## config.mk

```make
export PLATFORM = sky130hd
export DESIGN_NAME = containment_light_driver_flat
export DESIGN_NICKNAME = d
export VERILOG_FILES = /design/src/rtl/containment_light_driver_if.sv /design/src/rtl/containment_light_driver.sv /design/src/flat_wrapper.sv
export SDC_FILE = /design/constraint.sdc
export NUM_CORES = 1
export LEC_CHECK = 0
export CORE_UTILIZATION = 53
export DETAILED_ROUTE_END_ITERATION = 12
export DONT_BUFFER_PORTS = 1
export PLACE_DENSITY = 0.65
export SLEW_MARGIN = 20
export SYNTH_ARGS = -nofsm -noshare
export SYNTH_HDL_FRONTEND = slang
export SYNTH_SLANG_ARGS = --single-unit
```

## constraint.sdc

```tcl
create_clock -name clock -period 2.3 [get_ports clock]
set_clock_uncertainty 0.05 [all_clocks]
set_input_delay 0.345 -clock clock [delete_from_list [all_inputs] [get_ports clock]]
set_output_delay 0.345 -clock clock [all_outputs]
set_load 0.02 [all_outputs]
```

## src/rtl/containment_light_driver_if.sv

```systemverilog
// Signal bundle between the facility light driver and the SCP-079 containment FSM.
// The master end drives the AI-side outputs and watches the lights; the slave end is the driver.
interface containment_light_driver_if #(
  parameter int CW = 8
);
  logic          enable;
  logic          a1;
  logic          a2;
  logic          a3;
  logic          cheat_out;
  logic          green;
  logic          yellow;
  logic          red;
  logic          lockdown;
  logic          breach;
  logic [2:0]    state;
  logic [CW-1:0] dwell;
  logic [3:0]    attempts;

  modport master (
    output enable, a1, a2, a3, cheat_out,
    input  green, yellow, red, lockdown, breach, state, dwell, attempts
  );

  modport slave (
    input  enable, a1, a2, a3, cheat_out,
    output green, yellow, red, lockdown, breach, state, dwell, attempts
  );
endinterface

```

## src/rtl/containment_light_driver.sv

```systemverilog
// Facility-side light sequencer for the SCP-079 containment FSM: pushes the AI back with
// timed yellow/red phases and latches lockdown or breach. All outputs are registered.
//
// state  | meaning
// IDLE   | sequencing disabled, lights off
// GREEN  | AI may advance; watches a1 dwell
// YELLOW | push-back phase, YELLOW_CYC cycles
// RED    | alarm; cheat mode (timed hold) or a2 mode (until a2 falls)
// LOCK   | cheat persisted, terminal until reset
// BREACH | a3 seen, terminal until reset
module containment_light_driver #(
  parameter int CW         = 8,
  parameter int ALERT_CYC  = 20,
  parameter int YELLOW_CYC = 5,
  parameter int CHEAT_HOLD = 15
) (
  input logic                     clock,
  input logic                     reset_n,
  containment_light_driver_if.slave bus
);

  typedef enum logic [2:0] {
    S_IDLE   = 3'b000,
    S_GREEN  = 3'b001,
    S_YELLOW = 3'b010,
    S_RED    = 3'b011,
    S_LOCK   = 3'b100,
    S_BREACH = 3'b101
  } state_t;

  localparam logic [CW-1:0] DWELL_MAX   = '1;
  localparam logic [CW-1:0] ALERT_LAST  = CW'(ALERT_CYC - 1);
  localparam logic [CW-1:0] YELLOW_LAST = CW'(YELLOW_CYC - 1);
  localparam logic [CW-1:0] CHEAT_LAST  = CW'(CHEAT_HOLD - 1);

  state_t        state_q, state_d;
  logic          red_cheat_q, red_cheat_d;
  logic          restart;
  logic          a1_q, a2_q, cheat_q;
  logic [2:0]    light_q, light_d;
  logic          lockdown_q, lockdown_d;
  logic          breach_q, breach_d;
  logic [CW-1:0] dwell_q, dwell_d;
  logic [3:0]    attempts_q, attempts_d;

  logic rise_a1, rise_a2, fall_a1, fall_a2, rise_cheat, fall_cheat;

  assign rise_a1    = bus.a1 & ~a1_q;
  assign fall_a1    = ~bus.a1 & a1_q;
  assign rise_a2    = bus.a2 & ~a2_q;
  assign fall_a2    = ~bus.a2 & a2_q;
  assign rise_cheat = bus.cheat_out & ~cheat_q;
  assign fall_cheat = ~bus.cheat_out & cheat_q;

  always_ff @(posedge clock) begin
    if (!reset_n) begin
      state_q     <= S_IDLE;
      red_cheat_q <= 1'b0;
      a1_q        <= 1'b0;
      a2_q        <= 1'b0;
      cheat_q     <= 1'b0;
      light_q     <= 3'b000;
      lockdown_q  <= 1'b0;
      breach_q    <= 1'b0;
      dwell_q     <= '0;
      attempts_q  <= 4'd0;
    end else begin
      state_q     <= state_d;
      red_cheat_q <= red_cheat_d;
      a1_q        <= bus.a1;
      a2_q        <= bus.a2;
      cheat_q     <= bus.cheat_out;
      light_q     <= light_d;
      lockdown_q  <= lockdown_d;
      breach_q    <= breach_d;
      dwell_q     <= dwell_d;
      attempts_q  <= attempts_d;
    end
  end

  // restart marks a (re)entry into RED that must clear dwell even without a state change
  always_comb begin
    state_d     = state_q;
    red_cheat_d = red_cheat_q;
    restart     = 1'b0;
    case (state_q)
      S_IDLE: begin
        if (bus.enable) state_d = S_GREEN;
      end
      S_LOCK, S_BREACH: begin
        state_d = state_q;
      end
      default: begin
        if (bus.a3) begin
          state_d = S_BREACH;
        end else if (rise_cheat) begin
          state_d     = S_RED;
          red_cheat_d = 1'b1;
          restart     = 1'b1;
        end else if (rise_a2 && state_q != S_RED) begin
          state_d     = S_RED;
          red_cheat_d = 1'b0;
          restart     = 1'b1;
        end else begin
          case (state_q)
            S_GREEN: begin
              if (bus.a1 && dwell_q == ALERT_LAST) state_d = S_YELLOW;
              else if (!bus.enable)                state_d = S_IDLE;
            end
            S_YELLOW: begin
              if (dwell_q == YELLOW_LAST || fall_a1) state_d = S_GREEN;
            end
            S_RED: begin
              if (red_cheat_q) begin
                if (fall_cheat)                state_d = S_GREEN;
                else if (dwell_q == CHEAT_LAST) state_d = bus.cheat_out ? S_LOCK : S_GREEN;
              end else if (fall_a2) begin
                state_d = S_GREEN;
              end
            end
            default: state_d = state_q;
          endcase
        end
      end
    endcase
  end

  always_comb begin
    light_d = 3'b000;
    case (state_d)
      S_GREEN:  light_d = 3'b100;
      S_YELLOW: light_d = 3'b010;
      S_RED:    light_d = 3'b001;
      default:  light_d = 3'b000;
    endcase
    lockdown_d = (state_d == S_LOCK);
    breach_d   = (state_d == S_BREACH);

    if (state_d != state_q || restart) dwell_d = '0;
    else if (dwell_q != DWELL_MAX)     dwell_d = dwell_q + CW'(1);
    else                               dwell_d = dwell_q;

    attempts_d = attempts_q;
    if (state_q != S_IDLE && rise_a1 && attempts_q != 4'hF) attempts_d = attempts_q + 4'd1;
  end

  assign bus.green    = light_q[2];
  assign bus.yellow   = light_q[1];
  assign bus.red      = light_q[0];
  assign bus.lockdown = lockdown_q;
  assign bus.breach   = breach_q;
  assign bus.state    = state_q;
  assign bus.dwell    = dwell_q;
  assign bus.attempts = attempts_q;

endmodule

```

## src/flat_wrapper.sv

```systemverilog
// flat-port wrapper written by rule: the top's interface ports become plain ports
module containment_light_driver_flat 
#(
  parameter int CW         = 8,
  parameter int ALERT_CYC  = 20,
  parameter int YELLOW_CYC = 5,
  parameter int CHEAT_HOLD = 15
)
  (clock, reset_n, bus_enable, bus_a1, bus_a2, bus_a3, bus_cheat_out, bus_green, bus_yellow, bus_red, bus_lockdown, bus_breach, bus_state, bus_dwell, bus_attempts);
  containment_light_driver_if #(.CW(CW)) bus_i ();
  input logic clock;
  input logic reset_n;
  input wire logic [$bits(bus_i.enable)-1:0] bus_enable;
  input wire logic [$bits(bus_i.a1)-1:0] bus_a1;
  input wire logic [$bits(bus_i.a2)-1:0] bus_a2;
  input wire logic [$bits(bus_i.a3)-1:0] bus_a3;
  input wire logic [$bits(bus_i.cheat_out)-1:0] bus_cheat_out;
  output wire logic [$bits(bus_i.green)-1:0] bus_green;
  output wire logic [$bits(bus_i.yellow)-1:0] bus_yellow;
  output wire logic [$bits(bus_i.red)-1:0] bus_red;
  output wire logic [$bits(bus_i.lockdown)-1:0] bus_lockdown;
  output wire logic [$bits(bus_i.breach)-1:0] bus_breach;
  output wire logic [$bits(bus_i.state)-1:0] bus_state;
  output wire logic [$bits(bus_i.dwell)-1:0] bus_dwell;
  output wire logic [$bits(bus_i.attempts)-1:0] bus_attempts;
  assign bus_i.enable = bus_enable;
  assign bus_i.a1 = bus_a1;
  assign bus_i.a2 = bus_a2;
  assign bus_i.a3 = bus_a3;
  assign bus_i.cheat_out = bus_cheat_out;
  assign bus_green = bus_i.green;
  assign bus_yellow = bus_i.yellow;
  assign bus_red = bus_i.red;
  assign bus_lockdown = bus_i.lockdown;
  assign bus_breach = bus_i.breach;
  assign bus_state = bus_i.state;
  assign bus_dwell = bus_i.dwell;
  assign bus_attempts = bus_i.attempts;
  containment_light_driver #(.CW(CW), .ALERT_CYC(ALERT_CYC), .YELLOW_CYC(YELLOW_CYC), .CHEAT_HOLD(CHEAT_HOLD)) u_core (.clock(clock), .reset_n(reset_n), .bus(bus_i));
endmodule
```

Yosys cells after proc, flatten, opt, wreduce, memory -nomap -nowiden
Cells that the tools add are included.

Input port bits: 7. Word-level logic and storage cells: 78. Output and inout bits: 20. Flip-flop bits (word level): 24.

Reduce and logical (&&, ||, !) cells: 13. Muxes and demuxes: 21. Bitwise operators: 15. Equal/unequal tests: 17. $add $sub $neg: 2.

Operators by type and width (count): $mux W3 (12); $pmux W3 S3 (2); $eq A3 B2 Y1 const B (4); $eq A3 B3 Y1 const B (4); $not A1 Y1 (9); $add A8 B1 Y8 const B (1); $eq A8 B3 Y1 const B (1); $eq A8 B4 Y1 const B (1); $eq A8 B5 Y1 const B (1); $ne A8 B8 Y1 const B (1); $and A1 B1 Y1 (6); $eq A3 B1 Y1 const B (2); $mux W1 (6); $pmux W3 S2 (1); $add A4 B1 Y4 const B (1); $logic_and A1 B1 Y1 (4); $ne A4 B4 Y1 const B (1); $reduce_or A2 Y1 (2); $logic_not A3 Y1 (1); $ne A3 B2 Y1 const B (1); $ne A3 B3 Y1 (1); $reduce_and A3 Y1 (1); $reduce_bool A3 Y1 (1); $reduce_or A3 Y1 (1); other kinds (2) (3).

Logic depth before layout (Yosys ltp)
Depth in word-level cells: 12. Gate-level depth with buffers: 8. Depth with buffers taken out: 8.

Worst setup path after synthesis
Ideal clock, no wire load.

Path kind: register to register. Start point: reg u_core.dwell_q[0], in the netlist u_core.bus.dwell[0]. End point: reg u_core.dwell_q[0], in the netlist u_core.bus.dwell[0]. Slack: 0.045 ns. Data arrival time: 2.081 ns. Period minus slack after synthesis: 2.255 ns. Setup time: 0.124 ns. Required time: 2.126 ns. Path buffers: 0. Stages on the path, launching flop included: 9. Cell sequence: dfxtp_1 > inv_1 > ha_1 > and3b_4 > a221o_1 > a211o_1 > and3_4 > o211ai_4 > nor2_1.

Word-level cells in the longest chain between the ends: 12. Elaborated cells between the ends (all ways): 20. Classes of those cells: add/sub (1); eq/ne (5); mux (10); reduce/logical (4).

RTL lines: start, declared (RTL line containment_light_driver.sv:43) `logic [CW-1:0] dwell_q, dwell_d;`; start signal, assigned (RTL line containment_light_driver.sv:76) `dwell_q <= dwell_d;`; $eq A8 B4 Y1 (RTL line containment_light_driver.sv:116) `else if (dwell_q == CHEAT_LAST) state_d = bus.cheat_out ? S_LOCK : S_GREEN;`; $mux W3 (RTL line containment_light_driver.sv:116); $mux W3 (RTL line containment_light_driver.sv:115) `if (fall_cheat) state_d = S_GREEN;`; $mux W3 (RTL line containment_light_driver.sv:114) `if (red_cheat_q) begin`; $pmux W3 S3 (RTL line containment_light_driver.sv:105) `case (state_q)`; $mux W3 (RTL line containment_light_driver.sv:100) `end else if (rise_a2 && state_q != S_RED) begin`; $mux W3 (RTL line containment_light_driver.sv:96) `end else if (rise_cheat) begin`; $mux W3 (RTL line containment_light_driver.sv:94) `if (bus.a3) begin`; $pmux W3 S2 (RTL line containment_light_driver.sv:86) `case (state_q)`; $ne A3 B3 Y1 (RTL line containment_light_driver.sv:139) `if (state_d != state_q || restart) dwell_d = '0;`; $logic_or A1 B1 Y1 (RTL line containment_light_driver.sv:139); $reduce_or A2 Y1 (no line).

Several ways; a longest one is shown, not always the timed one. A chain may end at the register's enable or synchronous reset.

Final worst setup path
Start point: reg u_core.dwell_q[1], in the netlist u_core.bus.dwell[1]. End point: reg u_core.dwell_q[7], in the netlist u_core.bus.dwell[7].

Same word-level chain as after synthesis.

==> summary.md <==
| Metric | Value |
|---|---|
| Status | finished, final reports clean |
| Post-DP HPWL | 2.40 mm |
| CP Max Fanout | 8 |
| Switch share | 31.1% |
| Cts repair resizes | 0 |
| Avg Cell Area, Syn | 8.58 µm² |
| #FFs+latches synth | 24 |
| Hold Slack | 0.0910 ns |
| Commonest non-fill, non-tap cell in the layout | dfxtp_1 |
| Ys async rst share | 0% |
| Initial DRC count | 42 |
| CTS Buffer Depth | 2 |
| # Max-Cap Violations | 0 |
| Combinational power share | 24.5% |
| Adder-cell share of the synthesized area | 3.69% |
| Sw power | 0.000324 W |
| Port bufs | 0 |
| Post-route cell area | 1490 µm² |
| Starting Density | 58.5% |
| Seq pwr share | 46.0% |
| Initial antenna violation count | 0 |
| Slew Limit Fails | 0 |
| Largest family of logic cells by synthesized area | simple AND/OR/NAND/NOR gates |
| CP Cell Sequence | inv_1, ha_1, and3b_4, a221o_1, a211o_1, and3_4, o211ai_4, nor2_1 |
| Slowest-stage cell, CP | dfxtp_1 |
| DRC | 0 |
| Worst hold endpoint | u_core.a2_q |
| Root buf cell | clkbuf_4 |
| Mux cell area share after synthesis | 0.738% |
| Core ar. | 2320 µm² |
| Hold Crit Class | in2reg |
| Die Ht | 52.6 µm |
| Via count | 1,185 |
| Sum of negative setup slack | 0 ns |
| Area delta synth->final | 9.78% |
| # diodes | 0 |
| Remaining global-route overflow | 0 |
| Leakage | 0.574 nW |
| DIE WIDTH | 52.6 µm |
| Die Area | 2770 µm² |
| Type of the worst setup path | reg2reg |
| Post-Route WL | 3.04 mm |
| Most used DFF post-synth | dfxtp_1 |
| CTS buffer count | 3 |
| Setup Fix Bufs, Post-CTS | 0 |
| Clk sink count | 24 |
| CP max stage delay | 0.40 ns |
| Largest net degree at the start of global routing | 15 |
| WP buf/inv | 1 |
| Layout net count | 181 |
| Via density per instance | 6.02 |
| R2r worst-path depth | 8 |
| H-tree Lvls | 1 |
| CTS Hold Bufs | 0 |
| WL per Instance | 15.4 µm |
| CP delay by family, top | compound AO/OA/AOI/OAI gates |
| Final setup viols | 0 |
| YS warnings | 0 |
| Post-Synth XOR/XNOR Area | 4.52% |
| IO Count | 27 |
| Internal power | 0.000718 W |
| Period minus WS final | 2.16 ns |
| Clock Power Share | 29.5% |
| Vias in the first global route | 1,117 |
| Layout cells sized above 1 | 17.2% |
| Final period util | 93.9% |
| Unique cell type count in the Yosys netlist | 52 |
| Hold path depth | 1 |
| Slew headroom | 72.2% |
| Placed Instance Area | 1440 µm² |
| First-pass GRT wire length | 4.99 mm |
| Worst r2r dst | u_core.bus.dwell[7] |
| Post-Synthesis Net Count | 169 |
| PwrDens | 700 nW/µm² |
| Final core utilization | 64.2% |
| Worst EP required | 2.47 ns |
| Total track usage | 24.7% |
| EDFF count, synth | 0 |
| FP Rows | 17 |
| Most frequent cells in the layout | dfxtp_1 (24), nor2_1 (22), buf_4 (11), inv_1 (10), nand2_1 (10) |
| Post-synthesis compound-gate area fraction | 19.6% |
| Final Hold Viols | 0 |
| Worst-Skew Late Latency | 0.32 ns |
| Seq/Total Area, Yosys | 35.4% |
| Reg-to-reg startpoint | u_core.bus.dwell[1] |
| RSZ-0062 raised after global routing | no |
| CP Capture Type | flop |
| Critical path arrival | 2.32 ns |
| Synth Area in Simple Gates | 30.2% |
| CTS tree | built |
| Worst reg2reg setup slack | 0.14 ns |
| Post-Syn Instances | 158 |
| Routed Antenna Nets | 0 |
| Peak VDD IR | 0.653 mV |
| Clock transition at the registers of the reported paths | 0.14 ns |
| Fillers | 208 |
| Synth Cell Area | 1360 µm² |
| Final GP Congestion | 0.929 |
| Hold_sp | bus_a2 |
| FMAX | 463 MHz |
| Worst Setup Start Kind | flop |
| Drt first pass iters | 5 |
| Worst-Margin Slew | 0.413 ns |
==> worst reg2reg max path, cell delays in order, from the launching register on <==
cell and delay [ns]:
dfxtp_1 0.40, inv_1 0.08, ha_1 0.17, and3b_4 0.17, a221o_1 0.31, a211o_1 0.31
and3_4 0.21, o211ai_4 0.27, nor2_1 0.09
==> flip-flops by register name (all words and copies together), names as in the netlist <==
signal / cells
u_core.a1_q: 1
u_core.a2_q: 1
u_core.bus.attempts: 4
u_core.bus.breach: 1
u_core.bus.dwell: 8
u_core.bus.lockdown: 1
u_core.bus.state: 3
u_core.cheat_q: 1
u_core.light_q: 3
u_core.red_cheat_q: 1
==> layer usage <==
metal	vias up	global-route usage [%]	wire, µm
li1	596	-	-
met1	560	32.6	1480
met2	27	40.7	1420
met3	2	4.93	121
met4	0	6.58	16
met5	-	0	0
==> worst max path at each step <==
stage	to	start	cells past startpoint	slack (ns)
2_1_floorplan	u_core.bus.dwell[0]	u_core.bus.dwell[0]	8	0.04
5_1_grt	u_core.light_q[2]	u_core.bus.dwell[0]	8	0.03
4_1_cts	u_core.bus.dwell[7]	u_core.bus.dwell[1]	8	0.14
3_3_place_gp	u_core.bus.dwell[7]	u_core.bus.dwell[0]	8	0.21
3_5_place_dp	u_core.bus.dwell[7]	u_core.bus.dwell[1]	8	0.15
6_report	u_core.bus.dwell[7]	u_core.bus.dwell[1]	8	0.14
==> synth_stat cells, types with 3 or more instances <==
cell | count | area share (%)
xor2_1 | 5 | 3.2
nand2_1 | 10 | 2.8
nand3_1 | 6 | 2.2
ha_1 | 4 | 3.7
nor2_1 | 22 | 6.1
dfxtp_1 | 24 | 35
o21ai_0 | 8 | 3.0
nor3_1 | 3 | 1.1
and3_1 | 3 | 1.4
a21oi_1 | 5 | 1.8
inv_1 | 10 | 2.8
nor2b_1 | 4 | 1.8
nand4_1 | 5 | 2.3
==> per-stage QoR <==
step | worst slack [ns] | cells | total power, W
2_1_floorplan | 0.0445 | 158 | 0.000687
3_5_place_dp | 0.153 | 193 | 0.000743
6_report | 0.141 | 197 | 0.00104
3_3_place_gp | 0.206 | 193 | 0.000737
5_1_grt | 0.0270 | 197 | 0.00109
4_1_cts | 0.141 | 197 | 0.00105
==> area by class of cell <==
cell class	count	area, µm²	area share (%)
Multi-Input combinational cell	119	797	53.5
Sequential cell	24	480	32.3
Timing Repair Buffer	11	82.6	5.55
Clock inverter	1	30.0	2.02
Inverter	11	41.3	2.77
Clock buffer	3	22.5	1.51
Tap cell	28	35.0	2.35
==> power by group through the flow <==
| stage | logic, W | clock network, W | registers (W) |
|---|---|---|---|
| final | 0.000255 | 0.000308 | 0.000479 |
| after CTS | 0.000255 | 0.000312 | 0.000479 |
| after global placement | 0.000248 | 0 | 0.000488 |
| after floorplan | 0.000176 | 0 | 0.000511 |
| after global routing | 0.000284 | 0.000327 | 0.000483 |
| after detailed placement | 0.000254 | 0 | 0.000489 |
==> logic make-up after synthesis <==
logic type | Yosys count
and+or+nand+nor | 73
AOI/OAI and AO/OA | 34
DFF | 24
buffers and inverters | 15
xor gates and xnor gates | 7
adders and majority gates | 4
muxes | 1
(Power assumes the default switching activity.)
